**src/rtl/multicycle_ctrl.sv**
```systemverilog
// Multicycle CPU control FSM: sequences fetch/decode/exec/mem/writeback and drives datapath strobes.
// Optional macro ILLEGAL_TRAP_EN: illegal opcodes halt the machine instead of retiring as a NOP.
module multicycle_ctrl #(
  parameter int unsigned PC_W  = 26,
  parameter int unsigned CNT_W = 16
) (
  input  logic             clk,
  input  logic             reset,
  input  logic             run,
  input  logic [5:0]       opcode,
  input  logic [25:0]      target,
  input  logic             zero,
  input  logic             mem_ready,
  output logic [PC_W-1:0]  pc,
  output logic             ir_write,
  output logic             reg_write,
  output logic             reg_dst,
  output logic             alu_src,
  output logic             mem_to_reg,
  output logic             mem_read,
  output logic             mem_write,
  output logic             busy,
  output logic             halted,
  output logic [2:0]       state,
  output logic [CNT_W-1:0] instr_count
);

  typedef enum logic [2:0] {
    StIdle   = 3'd0,
    StFetch  = 3'd1,
    StDecode = 3'd2,
    StExec   = 3'd3,
    StMem    = 3'd4,
    StWb     = 3'd5,
    StHalt   = 3'd6
  } state_e;

  localparam logic [5:0] OpAdd  = 6'd1;
  localparam logic [5:0] OpSub  = 6'd2;
  localparam logic [5:0] OpAddi = 6'd5;
  localparam logic [5:0] OpLw   = 6'd13;
  localparam logic [5:0] OpSw   = 6'd14;
  localparam logic [5:0] OpBeq  = 6'd15;
  localparam logic [5:0] OpBlt  = 6'd19;
  localparam logic [5:0] OpJ    = 6'd21;

  state_e           state_q, state_d;
  logic [PC_W-1:0]  pc_q, pc_d;
  logic [CNT_W-1:0] cnt_q, cnt_d;
  logic             retire;
  logic             legal;
  logic             in_dp;

  always_comb begin
    legal = 1'b0;
    case (opcode)
      OpAdd, OpSub, OpAddi, OpLw, OpSw, OpBeq, OpBlt, OpJ: legal = 1'b1;
      default: legal = 1'b0;
    endcase
  end

  always_comb begin
    state_d = state_q;
    pc_d    = pc_q;
    retire  = 1'b0;
    unique case (state_q)
      StIdle: begin
        if (run) state_d = StFetch;
      end
      StFetch: begin
        pc_d    = pc_q + PC_W'(1);
        state_d = StDecode;
      end
      StDecode: begin
        if (opcode == OpJ) begin
          pc_d   = PC_W'(target);
          retire = 1'b1;
        end else if (!legal) begin
`ifdef ILLEGAL_TRAP_EN
          state_d = StHalt;
`else
          retire = 1'b1;
`endif
        end else begin
          state_d = StExec;
        end
      end
      StExec: begin
        case (opcode)
          OpBeq, OpBlt: begin
            // Branch target is absolute and zero-extended from the low 16 bits.
            if (zero) pc_d = PC_W'(target[15:0]);
            retire = 1'b1;
          end
          OpLw, OpSw: state_d = StMem;
          default:    state_d = StWb;
        endcase
      end
      StMem: begin
        if (mem_ready) begin
          if (opcode == OpLw) state_d = StWb;
          else                retire  = 1'b1;
        end
      end
      StWb: begin
        retire = 1'b1;
      end
      StHalt: begin
        state_d = StHalt;
      end
      default: state_d = StIdle;
    endcase
    cnt_d = retire ? cnt_q + CNT_W'(1) : cnt_q;
    if (retire) state_d = run ? StFetch : StIdle;
  end

  // Selects are only meaningful once the instruction is past decode.
  assign in_dp = (state_d == StExec) || (state_d == StMem) || (state_d == StWb);

  // Outputs are registered from the next state so they line up with state_q.
  always_ff @(posedge clk) begin
    if (reset) begin
      state_q    <= StIdle;
      pc_q       <= '0;
      cnt_q      <= '0;
      ir_write   <= 1'b0;
      reg_write  <= 1'b0;
      reg_dst    <= 1'b0;
      alu_src    <= 1'b0;
      mem_to_reg <= 1'b0;
      mem_read   <= 1'b0;
      mem_write  <= 1'b0;
      busy       <= 1'b0;
      halted     <= 1'b0;
    end else begin
      state_q    <= state_d;
      pc_q       <= pc_d;
      cnt_q      <= cnt_d;
      ir_write   <= (state_d == StFetch);
      reg_write  <= (state_d == StWb);
      reg_dst    <= in_dp && ((opcode == OpAdd) || (opcode == OpSub));
      alu_src    <= in_dp && ((opcode == OpAddi) || (opcode == OpLw) || (opcode == OpSw));
      mem_to_reg <= in_dp && (opcode == OpLw);
      mem_read   <= (state_d == StMem) && (opcode == OpLw);
      mem_write  <= (state_d == StMem) && (opcode == OpSw);
      busy       <= (state_d != StIdle) && (state_d != StHalt);
      halted     <= (state_d == StHalt);
    end
  end

  assign pc          = pc_q;
  assign instr_count = cnt_q;
  assign state       = state_q;

endmodule

```
**config.mk**
```make
export PLATFORM = sky130hd
export DESIGN_NAME = multicycle_ctrl
export DESIGN_NICKNAME = d
export VERILOG_FILES = /design/src/rtl/multicycle_ctrl.sv
export SDC_FILE = /design/constraint.sdc
export NUM_CORES = 1
export LEC_CHECK = 0
export BUFFER_PORTS_ARGS = -buffer_cell sky130_fd_sc_hd__buf_2
export CAP_MARGIN = 30
export CORE_MARGIN = 5
export CORE_UTILIZATION = 57
export DETAILED_ROUTE_END_ITERATION = 6
export PLACE_DENSITY = 0.83
export SKIP_CTS_REPAIR_TIMING = 1
export SYNTH_ARGS = -nofsm -noshare
export SYNTH_HDL_FRONTEND = slang
export SYNTH_SLANG_ARGS = --single-unit
```
**constraint.sdc**
```tcl
create_clock -name clk -period 3.4 [get_ports clk]
set_input_delay 0.34 -clock clk [delete_from_list [all_inputs] [get_ports clk]]
set_output_delay 0.34 -clock clk [all_outputs]
set_load 0.01 [all_outputs]
```
After elaboration in Yosys (flattened, before gate mapping) --
Memories as Yosys holds them, arrays and structs flattened. Index checks and enable logic that the tools add are counted.
Word-level totals: bits in read-only memories 32, register bits 54, word-level logic and storage cells 75, memories kept 1
Operators by class: $add $sub $neg 2, equal/unequal tests 23, reductions and logical operators 17, muxes and demuxes 20
Memories:
- (name not given) | depth 32, bits a word 1, rd ports 1, clocked after Yosys merged registers in 0, wr ports 0, RTL line 56 | case (opcode)
Operator list (count):
- $mux W26 | 3
- $pmux W26 S3 | 1
- $add A26 B1 Y26 const B | 1
- $pmux W3 S7 | 1
- $eq A3 B3 Y1 const B | 6
- $eq A6 B4 Y1 const B | 3
- $mux W3 | 6
- $add A16 B1 Y16 const B | 1
- $eq A6 B5 Y1 const B | 2
- $eq A3 B2 Y1 const B | 3
- $mux W1 | 7
- $eq A3 B1 Y1 const B | 2
- $eq A6 B1 Y1 const B | 1
- $eq A6 B2 Y1 const B | 1
- $eq A6 B3 Y1 const B | 1
- $logic_and A1 B1 Y1 | 6
- $ne A2 B2 Y1 const B | 3
- $pmux W3 S2 | 1
- $reduce_bool A3 Y1 | 2
- $logic_or A1 B1 Y1 | 5
- $pmux W1 S4 | 1
- $reduce_and A4 Y1 | 1
- $reduce_or A2 Y1 | 2
- $logic_not A3 Y1 | 1
- $ne A3 B3 Y1 const B | 1

Longest topological paths before layout --
An unclocked memory read counts as a cell.
depth after elaboration 10, gate-level depth with buffers 9, mapped depth without buffers 7

Worst setup path before layout --
OpenSTA, ideal clock, no wires.
path type input to register, start input opcode[1], end register cnt_q[11], in the netlist instr_count[11], library setup time 0.121 ns, path buffers 1, arrival 1.992 ns, stages 8, path slack 1.286 ns, cells stage by stage inv_1 ha_1 mux2i_1 or4_4 a32oi_4 buf_6 a21oi_2 mux2_4
Between the ends: cells in the longest elaborated chain, start to end 5, elaborated cells on any way between the ends 13
RTL lines:
- start, declared | RTL line 10 | input logic [5:0] opcode,
- $mem_v2 Z32 W1
- $mux W1 | RTL line 56
- $mux W1 | RTL line 78 | end else if (!legal) begin
- $mux W1 | RTL line 75 | if (opcode == OpJ) begin
- $pmux W1 S4 (*) | RTL line 66 | unique case (state_q)
- end signal, assigned | RTL line 138 | cnt_q <= cnt_d;
- end, declared | RTL line 49 | logic [CNT_W-1:0] cnt_q, cnt_d;
Mark *: on every way between the ends. The rest lies on a longest branch, timed or not. A chain may end at the register's enable or synchronous reset.

Worst setup path in the final report --
start register state_q[2], in the netlist state[2], end register cnt_q[15], in the netlist instr_count[15]
Between the ends: cells in the longest elaborated chain, start to end 2, elaborated cells on any way between the ends 5
RTL lines:
- start, declared | RTL line 47 | state_e state_q, state_d;
- start signal, assigned | RTL line 123 | state_q <= StIdle;
- start signal, assigned | RTL line 136 | state_q <= state_d;
- $eq A3 B3 Y1 / $eq A3 B2 Y1 (equally long branches) | RTL line 66
- $pmux W1 S4 (*) | RTL line 66
Marks and branches as above.

==> run_results.csv <==
group,metric,value,unit
cells_and_area,areaGrowthSynthToFinish,16.32,%
floorplan,fp-row-count,28,
floorplan,die_w,87.36,µm
cts,ctsLongestPathBuffers,2,
logic_synthesis,syn_area,3411,µm²
cts,cts_buffers,5,
route,drc_errors,0,
route,via_count,3565,
worst_setup_path,worstRegToRegCells,5,
cells_and_area,antenna_cells,0,
power_and_ir_drop,finalPower,1.808,mW
route,drt-wirelength-per-cell,15.86,µm
sta,relSlewSlack,0.5200,
place,place_ws,0.9120,ns
worst_setup_path,arrival,2.59,ns
global_routing,met3_usage,0.04163,
power_and_ir_drop,ir_worst_vdd,0.0002471,V
cts,root_buffer,"clkbuf_8",
route,via_per_inst,6.157,
logic_synthesis,synth_area_leaders,"dfxtp_1 32%, a21oi_1 5.4%, nand2_1 4.3%, nor2_1 4.2%, o21ai_0 3.5%",
logic_synthesis,ys.flop_type,"dfxtp_1",
power_and_ir_drop,p_per_area,455.6,nW/µm²
worst_hold_path,min_path_type,"input port to flop",
worst_setup_path,timing.rr.start,"state[2]",
place,dpl_cell_area,3854,µm²
floorplan,design.core.area,5886,µm²
logic_synthesis,syn_avg_cell_area,7.859,µm²
logic_synthesis,syn_nets,477,
worst_setup_path,critPathLaunch,"state[2]",
cells_and_area,largest_reg_flops,26,
worst_setup_path,r2r_slack,1.02,ns
sta,period_share,0.6995,
place,place_hpwl,6580,µm
floorplan,die_area,7631,µm²
sta,hold_violations,0,
cts,clkSlewWorstSetupHoldPaths,0.11,ns
cts,clock_sinks,54,
logic_synthesis,synth_area_leader_cell,"dfxtp_1",
sta,fin_tns_setup,0,ns
sta,fin_ws,1.022,ns
global_routing,grt_pass1_wl,15190,µm
global_routing,overflow,0,
worst_setup_path,worst_ep_required_time,3.61,ns
logic_synthesis,yosysWarnings,0,
logic_synthesis,yosysTopAreaCellShare,0.3169,
route,ant_nets,0,
logic_synthesis,synth.most_common_cell,"dfxtp_1",
global_routing,grt_start_max_net_pins,49,
run_status,status,"complete, no violations",
worst_setup_path,crit_path_end_kind,"flop",
place,portBuffers,90,
logic_synthesis,synth_edf_count,0,
route,drtIter0Drc,231,
logic_synthesis,synthArstFlopShare,0,
global_routing,antenna_found_initial,0,
logic_synthesis,yosys_register_bits,54,
logic_synthesis,syn_inst,434,
cts,cts_tree,"built",
cells_and_area,drive_gt1_frac,0.2679,
route,drt-pass1-iter-count,4,
logic_synthesis,ys_seq_area_frac,0.3169,
floorplan,io-pin-count,91,
logic_synthesis,synth_cell_types,61,
worst_setup_path,critPathLaunchType,"flop",
logic_synthesis,synth_common_cells,"54 x dfxtp_1, 39 x nand2_1, 38 x nor2_1",
global_routing,top_usage_layer,"met2",
global_routing,gr-usage-met1,0.3515,
floorplan,start_util,0.5795,
worst_setup_path,reg2reg_to,"instr_count[15]",
sta,finalClockSkew,0.007749,ns
worst_setup_path,crit_path_end,"instr_count[15]",
cells_and_area,fin_area,3968,µm²
route,totalWireLength,9182,µm
flow_run,max_cap_violations,0,
cells_and_area,nNetsFinal,546,
sta,setup_violations,0,
power_and_ir_drop,power.leakage,1.614,nW
global_routing,grt_pass1_vias,3131,
global_routing,gr-usage-all-layers,0.2423,
sta,period_minus_slack,2.378,ns
sta,rsz0062_at_grt,"no",
sta,worst_slew_pin_slew,0.7166,ns
floorplan,fp.dieH,87.36,µm
sta,max_freq,420.5,MHz
global_routing,use_met2,0.3705,
worst_setup_path,path_class,"flop to flop",
cts,clk_latency,0.31,ns
place,gp_congestion,0.8487,
worst_setup_path,path_max_fanout,14,
sta,maxSlewViolCount,0,
cts,htreeDepth,2,
cells by family after synthesis:
kind of cell	count (synthesis)	synth area share
adder cells (fa/ha/maj)	6	0.02201
AO/OA/AOI/OAI	129	0.2586
buffers and inverters	41	0.05136
flip-flops	54	0.3169
AND/OR/NAND/NOR	190	0.3008
multiplexers	14	0.05026
layout make-up:
cell class                      count  area [µm²]
Multi-Input combinational cell    339        2157
Fill cell                         516        1918
Sequential cell                    54        1081
Timing Repair Buffer               96       495.5
Tap cell                           75       93.84
Clock buffer                        5       68.82
Clock inverter                      3       45.04
Inverter                            7       26.28
per-layer routing:
layer | up-vias | share of wire | wire (µm)
li1 | 1750 | - | -
met4 | 0 | 0.010 | 92
met1 | 1685 | 0.47 | 4283
met2 | 122 | 0.45 | 4176
met3 | 8 | 0.069 | 629
met5 | - | 0 | 0
power breakdown:
part / leakage, nW / total, mW / switching [mW] / internal, mW
clock network: 0.0504 / 0.449 / 0.230 / 0.219
logic: 1.13 / 0.587 / 0.368 / 0.219
registers: 0.437 / 0.772 / 0.0840 / 0.688
total: 1.61 / 1.81 / 0.681 / 1.13
critical path, cell delays in order (launching register included):
cell,delay (ns)
dfxtp_1,0.46
nand2b_1,0.24
nor2_2,0.42
a32oi_4,0.26
a2111oi_0,0.51
mux2_2,0.39
per-stage QoR:
stage,utilization,std cells,hold slack [ns]
after CTS,0.6741,579,0.2759
after detailed placement,0.6548,571,0.5125
after floorplan,-,434,0.4970
after global routing,0.6741,579,0.2987
final,0.6741,579,0.2775
after global placement,0.6548,571,0.4879
layout by cell type (no fill, tap or decap), types with 3 or more instances in the layout:
cell and count:
a21oi_1 37, dfxtp_1 54, or3_1 4, nor4_1 3, nor2_1 38, nor3_1 10
a311oi_1 5, o32ai_1 3, nand3_1 21, and3_1 13, o21ai_0 24, a21o_1 4
nand4_1 12, nor4_2 3, nor2b_1 16, o31ai_1 4, and2_1 4, nand2_1 39
and4_1 7, buf_2 90, nand2b_1 6, a211oi_1 14, inv_1 7, mux2_2 9
ha_1 6, a21oi_2 6, nor4bb_1 3, clkbuf_8 5, mux2_4 4, a31oi_1 6
buf_4 6
worst min-delay path by stage:
| stage | start | to | slack, ns | cells past startpoint |
|---|---|---|---|---|
| floorplan | run | ir_write | 0.50 | 2 |
| global placement | pc[19] | pc[19] | 0.49 | 2 |
| detailed placement | pc[24] | pc[24] | 0.51 | 2 |
| CTS | target[1] | pc[1] | 0.28 | 3 |
| global route | target[1] | pc[1] | 0.30 | 3 |
| finish | target[1] | pc[1] | 0.28 | 3 |
Power figures use the tool's default switching activity.
